**src/rtl/alu_pkg.sv**
```systemverilog
// Shared opcode/state encodings for the sequential signed ALU.
package alu_pkg;

  localparam int unsigned OP_W = 3;

  typedef enum logic [OP_W-1:0] {
    OP_ADD,
    OP_SUB,
    OP_MUL,
    OP_DIV,
    OP_MOD
  } op_e;

  typedef enum logic [2:0] {
    IDLE,
    MUL,
    DIV,
    FIX,
    DONE
  } state_e;

  function automatic logic is_legal_op(input int unsigned op);
    return op <= 32'(OP_MOD);
  endfunction

endpackage

```
**src/rtl/alu_iter_unit.sv**
```systemverilog
// Iterative unsigned N x N shift-add multiply / N / N restoring divide on magnitudes.
// The first step runs on the start edge, so N steps complete N-1 edges later.
module alu_iter_unit #(
  parameter int unsigned N = 8
) (
  input  logic           clk,
  input  logic           rst,
  input  logic           i_start,
  input  logic           i_mode,
  input  logic [N-1:0]   i_a_mag,
  input  logic [N-1:0]   i_b_mag,
  output logic           o_done,
  output logic [2*N-1:0] o_prod,
  output logic [N-1:0]   o_quot,
  output logic [N-1:0]   o_rem
);
  localparam int unsigned CntW = $clog2(N);

  logic            r_busy;
  logic            r_mode;
  logic [CntW-1:0] r_cnt;
  logic [2*N-1:0]  r_mul_a;
  logic [N-1:0]    r_mul_b;
  logic [2*N-1:0]  r_acc;
  logic [N-1:0]    r_div_q;
  logic [N-1:0]    r_div_r;
  logic [N-1:0]    r_div_b;

  logic            w_mode;
  logic [2*N-1:0]  w_mul_a;
  logic [N-1:0]    w_mul_b;
  logic [2*N-1:0]  w_acc;
  logic [N-1:0]    w_div_q;
  logic [N-1:0]    w_div_r;
  logic [N-1:0]    w_div_b;
  logic [N:0]      w_shift;
  logic [N:0]      w_trial;

  // On start the step operates on the fresh operands instead of the registers.
  always_comb begin
    w_mode  = i_start ? i_mode : r_mode;
    w_mul_a = i_start ? {{N{1'b0}}, i_a_mag} : r_mul_a;
    w_mul_b = i_start ? i_b_mag : r_mul_b;
    w_acc   = i_start ? '0 : r_acc;
    w_div_q = i_start ? i_a_mag : r_div_q;
    w_div_r = i_start ? '0 : r_div_r;
    w_div_b = i_start ? i_b_mag : r_div_b;
    w_shift = {w_div_r, w_div_q[N-1]};
    w_trial = w_shift - {1'b0, w_div_b};
  end

  always_ff @(posedge clk) begin
    if (rst) begin
      r_busy  <= 1'b0;
      r_mode  <= 1'b0;
      r_cnt   <= '0;
      r_mul_a <= '0;
      r_mul_b <= '0;
      r_acc   <= '0;
      r_div_q <= '0;
      r_div_r <= '0;
      r_div_b <= '0;
    end else begin
      if (i_start) begin
        r_busy <= 1'b1;
        r_mode <= i_mode;
        r_cnt  <= CntW'(N - 2);
      end else if (r_busy && (r_cnt == '0)) begin
        r_busy <= 1'b0;
      end else if (r_busy) begin
        r_cnt <= r_cnt - CntW'(1);
      end
      if (i_start || r_busy) begin
        if (w_mode) begin
          r_div_b <= w_div_b;
          r_div_q <= {w_div_q[N-2:0], ~w_trial[N]};
          r_div_r <= w_trial[N] ? w_shift[N-1:0] : w_trial[N-1:0];
        end else begin
          r_acc   <= w_acc + (w_mul_b[0] ? w_mul_a : '0);
          r_mul_a <= w_mul_a << 1;
          r_mul_b <= w_mul_b >> 1;
        end
      end
    end
  end

  assign o_done = r_busy && (r_cnt == '0);
  assign o_prod = r_acc;
  assign o_quot = r_div_q;
  assign o_rem  = r_div_r;

endmodule

```
**src/rtl/seq_alu.sv**
```systemverilog
// Multi-cycle signed ALU with valid/ready on both sides; one operation in flight.
module seq_alu
  import alu_pkg::*;
#(
  parameter int unsigned N    = 8,
  parameter int unsigned OP_W = alu_pkg::OP_W
) (
  input  logic            clk,
  input  logic            rst,
  input  logic            in_valid,
  output logic            in_ready,
  input  logic [N-1:0]    in1,
  input  logic [N-1:0]    in2,
  input  logic [OP_W-1:0] op,
  input  logic            invalid_data,
  output logic            out_valid,
  input  logic            out_ready,
  output logic [2*N-1:0]  out,
  output logic            zero,
  output logic            error,
  output logic            busy
);
  localparam logic [OP_W-1:0] CodeSub = OP_W'(OP_SUB);
  localparam logic [OP_W-1:0] CodeAdd = OP_W'(OP_ADD);
  localparam logic [OP_W-1:0] CodeMul = OP_W'(OP_MUL);
  localparam logic [OP_W-1:0] CodeDiv = OP_W'(OP_DIV);
  localparam logic [OP_W-1:0] CodeMod = OP_W'(OP_MOD);

  state_e          r_state, w_state_next;
  logic [OP_W-1:0] r_op;
  logic            r_a_neg, r_b_neg;
  logic [2*N-1:0]  r_out;
  logic            r_zero, r_error;

  logic            w_accept, w_in_div, w_in_short, w_in_err, w_load, w_res_err;
  logic [N-1:0]    w_a_mag, w_b_mag;
  logic [2*N-1:0]  w_a_ext, w_b_ext, w_imm, w_fix, w_res;
  logic            w_iter_done;
  logic [2*N-1:0]  w_iter_prod;
  logic [N-1:0]    w_iter_quot, w_iter_rem;

  always_comb begin
    w_accept   = in_valid && (r_state == IDLE);
    w_in_div   = (op == CodeDiv) || (op == CodeMod);
    w_in_short = (op == CodeAdd) || (op == CodeSub);
    // Poisoned data wins over any opcode decode.
    w_in_err   = invalid_data || !is_legal_op(32'(op)) || (w_in_div && (in2 == '0));
    w_a_mag    = in1[N-1] ? -in1 : in1;
    w_b_mag    = in2[N-1] ? -in2 : in2;
    w_a_ext    = {{N{in1[N-1]}}, in1};
    w_b_ext    = {{N{in2[N-1]}}, in2};
    w_imm      = '0;
    if (!w_in_err) w_imm = (op == CodeSub) ? w_a_ext - w_b_ext : w_a_ext + w_b_ext;
  end

  always_comb begin
    if (r_op == CodeMul) begin
      w_fix = (r_a_neg ^ r_b_neg) ? -w_iter_prod : w_iter_prod;
    end else if (r_op == CodeDiv) begin
      w_fix = {{N{1'b0}}, w_iter_quot};
      if (r_a_neg ^ r_b_neg) w_fix = -w_fix;
    end else begin
      // Remainder follows the dividend's sign.
      w_fix = {{N{1'b0}}, w_iter_rem};
      if (r_a_neg) w_fix = -w_fix;
    end
    w_load    = (w_accept && (w_in_err || w_in_short)) || (r_state == FIX);
    w_res     = (r_state == FIX) ? w_fix : w_imm;
    w_res_err = (r_state != FIX) && w_in_err;
  end

  alu_iter_unit #(
    .N(N)
  ) u_iter (
    .clk     (clk),
    .rst     (rst),
    .i_start (w_accept && !w_in_err && !w_in_short),
    .i_mode  (w_in_div),
    .i_a_mag (w_a_mag),
    .i_b_mag (w_b_mag),
    .o_done  (w_iter_done),
    .o_prod  (w_iter_prod),
    .o_quot  (w_iter_quot),
    .o_rem   (w_iter_rem)
  );

  always_ff @(posedge clk) begin
    if (rst) begin
      r_state <= IDLE;
    end else begin
      r_state <= w_state_next;
    end
  end

  always_comb begin
    w_state_next = r_state;
    unique case (r_state)
      IDLE: begin
        if (w_accept) begin
          if (w_in_err || w_in_short) w_state_next = DONE;
          else if (w_in_div)          w_state_next = DIV;
          else                        w_state_next = MUL;
        end
      end
      MUL, DIV: if (w_iter_done) w_state_next = FIX;
      FIX:      w_state_next = DONE;
      DONE:     if (out_ready) w_state_next = IDLE;
      default:  w_state_next = IDLE;
    endcase
  end

  always_ff @(posedge clk) begin
    if (rst) begin
      r_op    <= '0;
      r_a_neg <= 1'b0;
      r_b_neg <= 1'b0;
      r_out   <= '0;
      r_zero  <= 1'b0;
      r_error <= 1'b0;
    end else begin
      if (w_accept) begin
        r_op    <= op;
        r_a_neg <= in1[N-1];
        r_b_neg <= in2[N-1];
      end
      if (w_load) begin
        r_out   <= w_res;
        r_error <= w_res_err;
        r_zero  <= (w_res == '0) && !w_res_err;
      end
    end
  end

  always_comb begin
    in_ready  = (r_state == IDLE);
    busy      = (r_state != IDLE);
    out_valid = (r_state == DONE);
    out       = r_out;
    zero      = r_zero;
    error     = r_error;
  end

endmodule

```
**config.mk**
```make
export PLATFORM = sky130hd
export DESIGN_NAME = seq_alu
export DESIGN_NICKNAME = d
export VERILOG_FILES = /design/src/rtl/alu_pkg.sv /design/src/rtl/alu_iter_unit.sv /design/src/rtl/seq_alu.sv
export SDC_FILE = /design/constraint.sdc
export NUM_CORES = 1
export LEC_CHECK = 0
export ABC_AREA = 0
export BUFFER_PORTS_ARGS = -buffer_cell sky130_fd_sc_hd__clkbuf_2
export CAP_MARGIN = 20
export CORE_ASPECT_RATIO = 2
export CORE_MARGIN = 1.5
export CORE_UTILIZATION = 50
export DETAILED_ROUTE_END_ITERATION = 10
export PLACE_DENSITY = 0.68
export SYNTH_ARGS = -nofsm -noshare
export SYNTH_HDL_FRONTEND = slang
export SYNTH_SLANG_ARGS = --single-unit
```
**constraint.sdc**
```tcl
create_clock -name clk -period 9.27 [get_ports clk]
set_input_delay 1.3905 -clock clk [delete_from_list [all_inputs] [get_ports clk]]
set_output_delay 1.3905 -clock clk [all_outputs]
set_load 0.1 [all_outputs]
```
==> impl_metrics.py <==
metrics = {
    "clock_tree": {
        "path_clk_slew_ns": 0.07,
        "clkLatencyLatePin_ns": 0.35,
        "h-tree-depth": 3,
        "cts_sinks": 93,
        "clk_path_buf_depth": 2,
        "cts_hold_buf": 0,
        "cts_buffers": 9,
        "post_cts_resized": 0,
        "post_cts_buffers": 0,
        "cts_tree": "done",
        "clock-root-buffer": "clkbuf_16",
    },
    "critical_path": {
        "path_cells": "clkbuf_2 > inv_1 > ha_1 > or4b_4 > o22ai_2 > a21o_2 > or2_1 > buf_4 > nand2_1 > o21ai_0 > ha_1 > inv_1 > fa_1 > a21o_1 > a21oi_1 > o21bai_1 > a2111oi_0 > nor3_1 > xnor2_1 > nor4b_1 > a221o_1",
        "r2r_cells": 14,
        "slowest_stage": "xnor2_1",
        "worst-r2r-setup-slack_ns": 3.68,
        "cp.required_ns": 9.56,
        "crit_type": "in2reg",
        "end_kind": "flip-flop",
        "reg2reg_to": "u_iter.o_rem[6]$_SDFFE_PP0P_",
        "regToRegStartpoint": "r_state[1]$_SDFFE_PP0P_",
        "cp-start-kind": "input port",
        "path_max_fanout": 32,
        "crit_arrival_ns": 6.97,
        "cpPeakStageDelay_ns": 0.78,
    },
    "power": {
        "irDropWorstVdd_mv": 0.0826,
        "power.density_mw_per_mm2": 157,
        "power.total_mw": 1.16,
        "p_leak_nw": 2.91,
    },
    "global_routing": {
        "grt-ovfl-total": 0,
        "antenna_found_initial": 0,
        "grt_pass1_wl_um": 33500,
        "track_usage": 0.298,
        "grt_max_degree": 68,
        "grt_pass1_vias": 6420,
    },
    "sta": {
        "period_needed_ns": 6.68,
        "finalClockSkew_ns": 0.00980,
        "rsz0062_at_grt": "false",
        "fin_tns_setup_ns": 0,
        "final-hold-violation-count": 0,
        "period_share": 0.720,
        "fmax_mhz": 150,
        "tightest_slew_ns": 0.974,
        "finalMaxSlewViolations": 0,
        "finalSetupViolCount": 0,
        "relSlewSlack": 0.346,
    },
    "route": {
        "first_iter_violations": 324,
        "via_per_inst": 6.16,
        "wire_per_inst_um": 19.5,
        "num_vias": 6644,
        "first_pass_iters": 9,
        "wl_um": 21000,
        "drt.antenna.violating_nets": 0,
        "drc_errors": 3,
    },
    "hold_path": {
        "worstHoldEndpoint": "u_iter.r_mul_a[15]$_SDFFE_PP0P_",
        "min_path_type": "reg2reg",
        "min_from": "u_iter.r_mul_a[15]$_SDFFE_PP0P_",
        "holdPathStages": 2,
    },
    "cells_and_area": {
        "final_cell_mix": "nand2_1, a21oi_1, nor2_1",
        "diodes": 0,
        "area_delta_synth_final_pct": 8.28,
        "nFillCells": 1308,
        "layout_commonest_cell": "nand2_1",
        "drive_gt1_frac": 0.0952,
        "final_cell_area_mm2": 0.00740,
        "final_nets": 987,
    },
    "synth": {
        "synth_cell_types": 77,
        "seq_area_frac_synth": 0.272,
        "synth-main-ff-cell": "dfxtp_1",
        "ys_seq_elements": 93,
        "yosysWarnings": 0,
        "synth_edf_count": 0,
        "synth.cell_area_mm2": 0.00683,
        "postSynth.asyncResetShare": 0,
        "avgSynthCellArea_um2": 7.49,
        "netlist_instances": 913,
        "syn_nets": 981,
    },
    "die": {
        "die_area_mm2": 0.0144,
        "die_x_um": 85.7,
        "fp.coreArea_mm2": 0.0134,
        "fp-row-count": 60,
        "die_h_um": 168,
        "start_util": 0.511,
        "pin_count": 45,
    },
    "placed_design": {
        "numPortBuffers": 44,
        "place_area_mm2": 0.00706,
        "dp_hpwl_um": 15900,
        "finalWeightedCongestion": 0.944,
    },
    "job": {
        "drv_cap": 0,
    },
    "outcome": {
        "violations": "DRC",
        "outcome": "finished with violations",
    },
}
-- flip-flops by register name, indices dropped and copies added (netlist names), 3 cells and up --
signal / count
u_iter.r_cnt: 3
r_op: 3
u_iter.o_prod: 16
u_iter.r_mul_a: 15
u_iter.o_rem: 8
r_state: 3
u_iter.o_quot: 8
out: 16
u_iter.r_div_b: 8
u_iter.r_mul_b: 7
-- cells in the mapped netlist, drive strengths merged, types with 9 or more instances --
cell type,count,share of area
and3,10,0.0092
a21oi,101,0.075
a211oi,13,0.016
nor2b,25,0.023
buf,20,0.015
xnor2,43,0.055
nand3,32,0.023
a31oi,11,0.010
nor2,94,0.052
nor3,33,0.025
clkbuf,36,0.020
o211ai,19,0.021
a22oi,9,0.0099
nand2,113,0.062
inv,30,0.016
dfxtp,93,0.27
a21o,12,0.013
xor2,23,0.029
o21ai,31,0.023
o31ai,11,0.012
ha,41,0.075
-- power breakdown --
part	leakage [nW]	switching, mW	internal [mW]	total, mW
clock network	0.145	0.172	0.219	0.391
logic	2.01	0.245	0.0913	0.336
registers	0.753	0.0159	0.415	0.431
-- how the worst max path moves through the flow --
stage / from / to / slack [ns] / cells after the start
2_1_floorplan: in2[0] / u_iter.o_rem[1]$_SDFFE_PP0P_ / 3.45 / 22
3_3_place_gp: in2[0] / u_iter.o_rem[7]$_SDFFE_PP0P_ / 2.49 / 21
3_5_place_dp: in2[0] / u_iter.o_rem[6]$_SDFFE_PP0P_ / 2.33 / 21
4_1_cts: in2[0] / u_iter.o_rem[6]$_SDFFE_PP0P_ / 2.67 / 17
5_1_grt: in2[0] / u_iter.o_rem[7]$_SDFFE_PP0P_ / 1.99 / 17
6_report: in2[0] / u_iter.o_rem[6]$_SDFFE_PP0P_ / 2.59 / 21
-- per-stage QoR --
| stage | hold WS [ns] | util | std cells | setup WS [ns] |
|---|---|---|---|---|
| floorplan | 0.432 | - | 913 | 3.45 |
| global placement | 0.439 | 0.528 | 1062 | 2.49 |
| detailed placement | 0.445 | 0.528 | 1062 | 2.33 |
| CTS | 0.455 | 0.552 | 1078 | 2.67 |
| global route | 0.475 | 0.554 | 1079 | 1.99 |
| finish | 0.454 | 0.554 | 1079 | 2.59 |
-- per-layer routing --
layer  global-route usage  wire, um  vias up
li1                     -         -     3269
met3               0.0407       765       81
met5                    0         0        -
met1                0.312      7820     3101
met4                0.197      1520        0
met2                0.540     10900      193
-- critical path, delay by kind of cell --
kind	cells	cell delay, ns
fa+ha+maj	3	0.85
simple gates	5	1.40
xor+xnor	1	0.78
compound gates	8	1.81
buf+inv	4	0.74
-- cells by family (layout without fill, tap and decap cells) --
group / Yosys count / in the layout / share of synthesized area
mux: 13 / 13 / 0.0200
simple gates: 361 / 361 / 0.251
buf+inv: 86 / 97 / 0.0514
compound gates: 250 / 250 / 0.236
xor+xnor: 66 / 66 / 0.0846
flops: 93 / 93 / 0.272
fa+ha+maj: 44 / 44 / 0.0839
-- final cells by class --
| class | instances | area (um^2) | share of cell area |
|---|---|---|---|
| timing repair buffer | 51 | 293 | 0.0396 |
| multi-input combinational | 734 | 4630 | 0.625 |
| clock inverter | 6 | 71.3 | 0.00964 |
| sequential | 93 | 1860 | 0.252 |
| inverter | 30 | 113 | 0.0152 |
| clock buffer | 10 | 239 | 0.0323 |
| tap | 155 | 194 | 0.0262 |
Note: power is estimated with default switching activity, not from simulation.
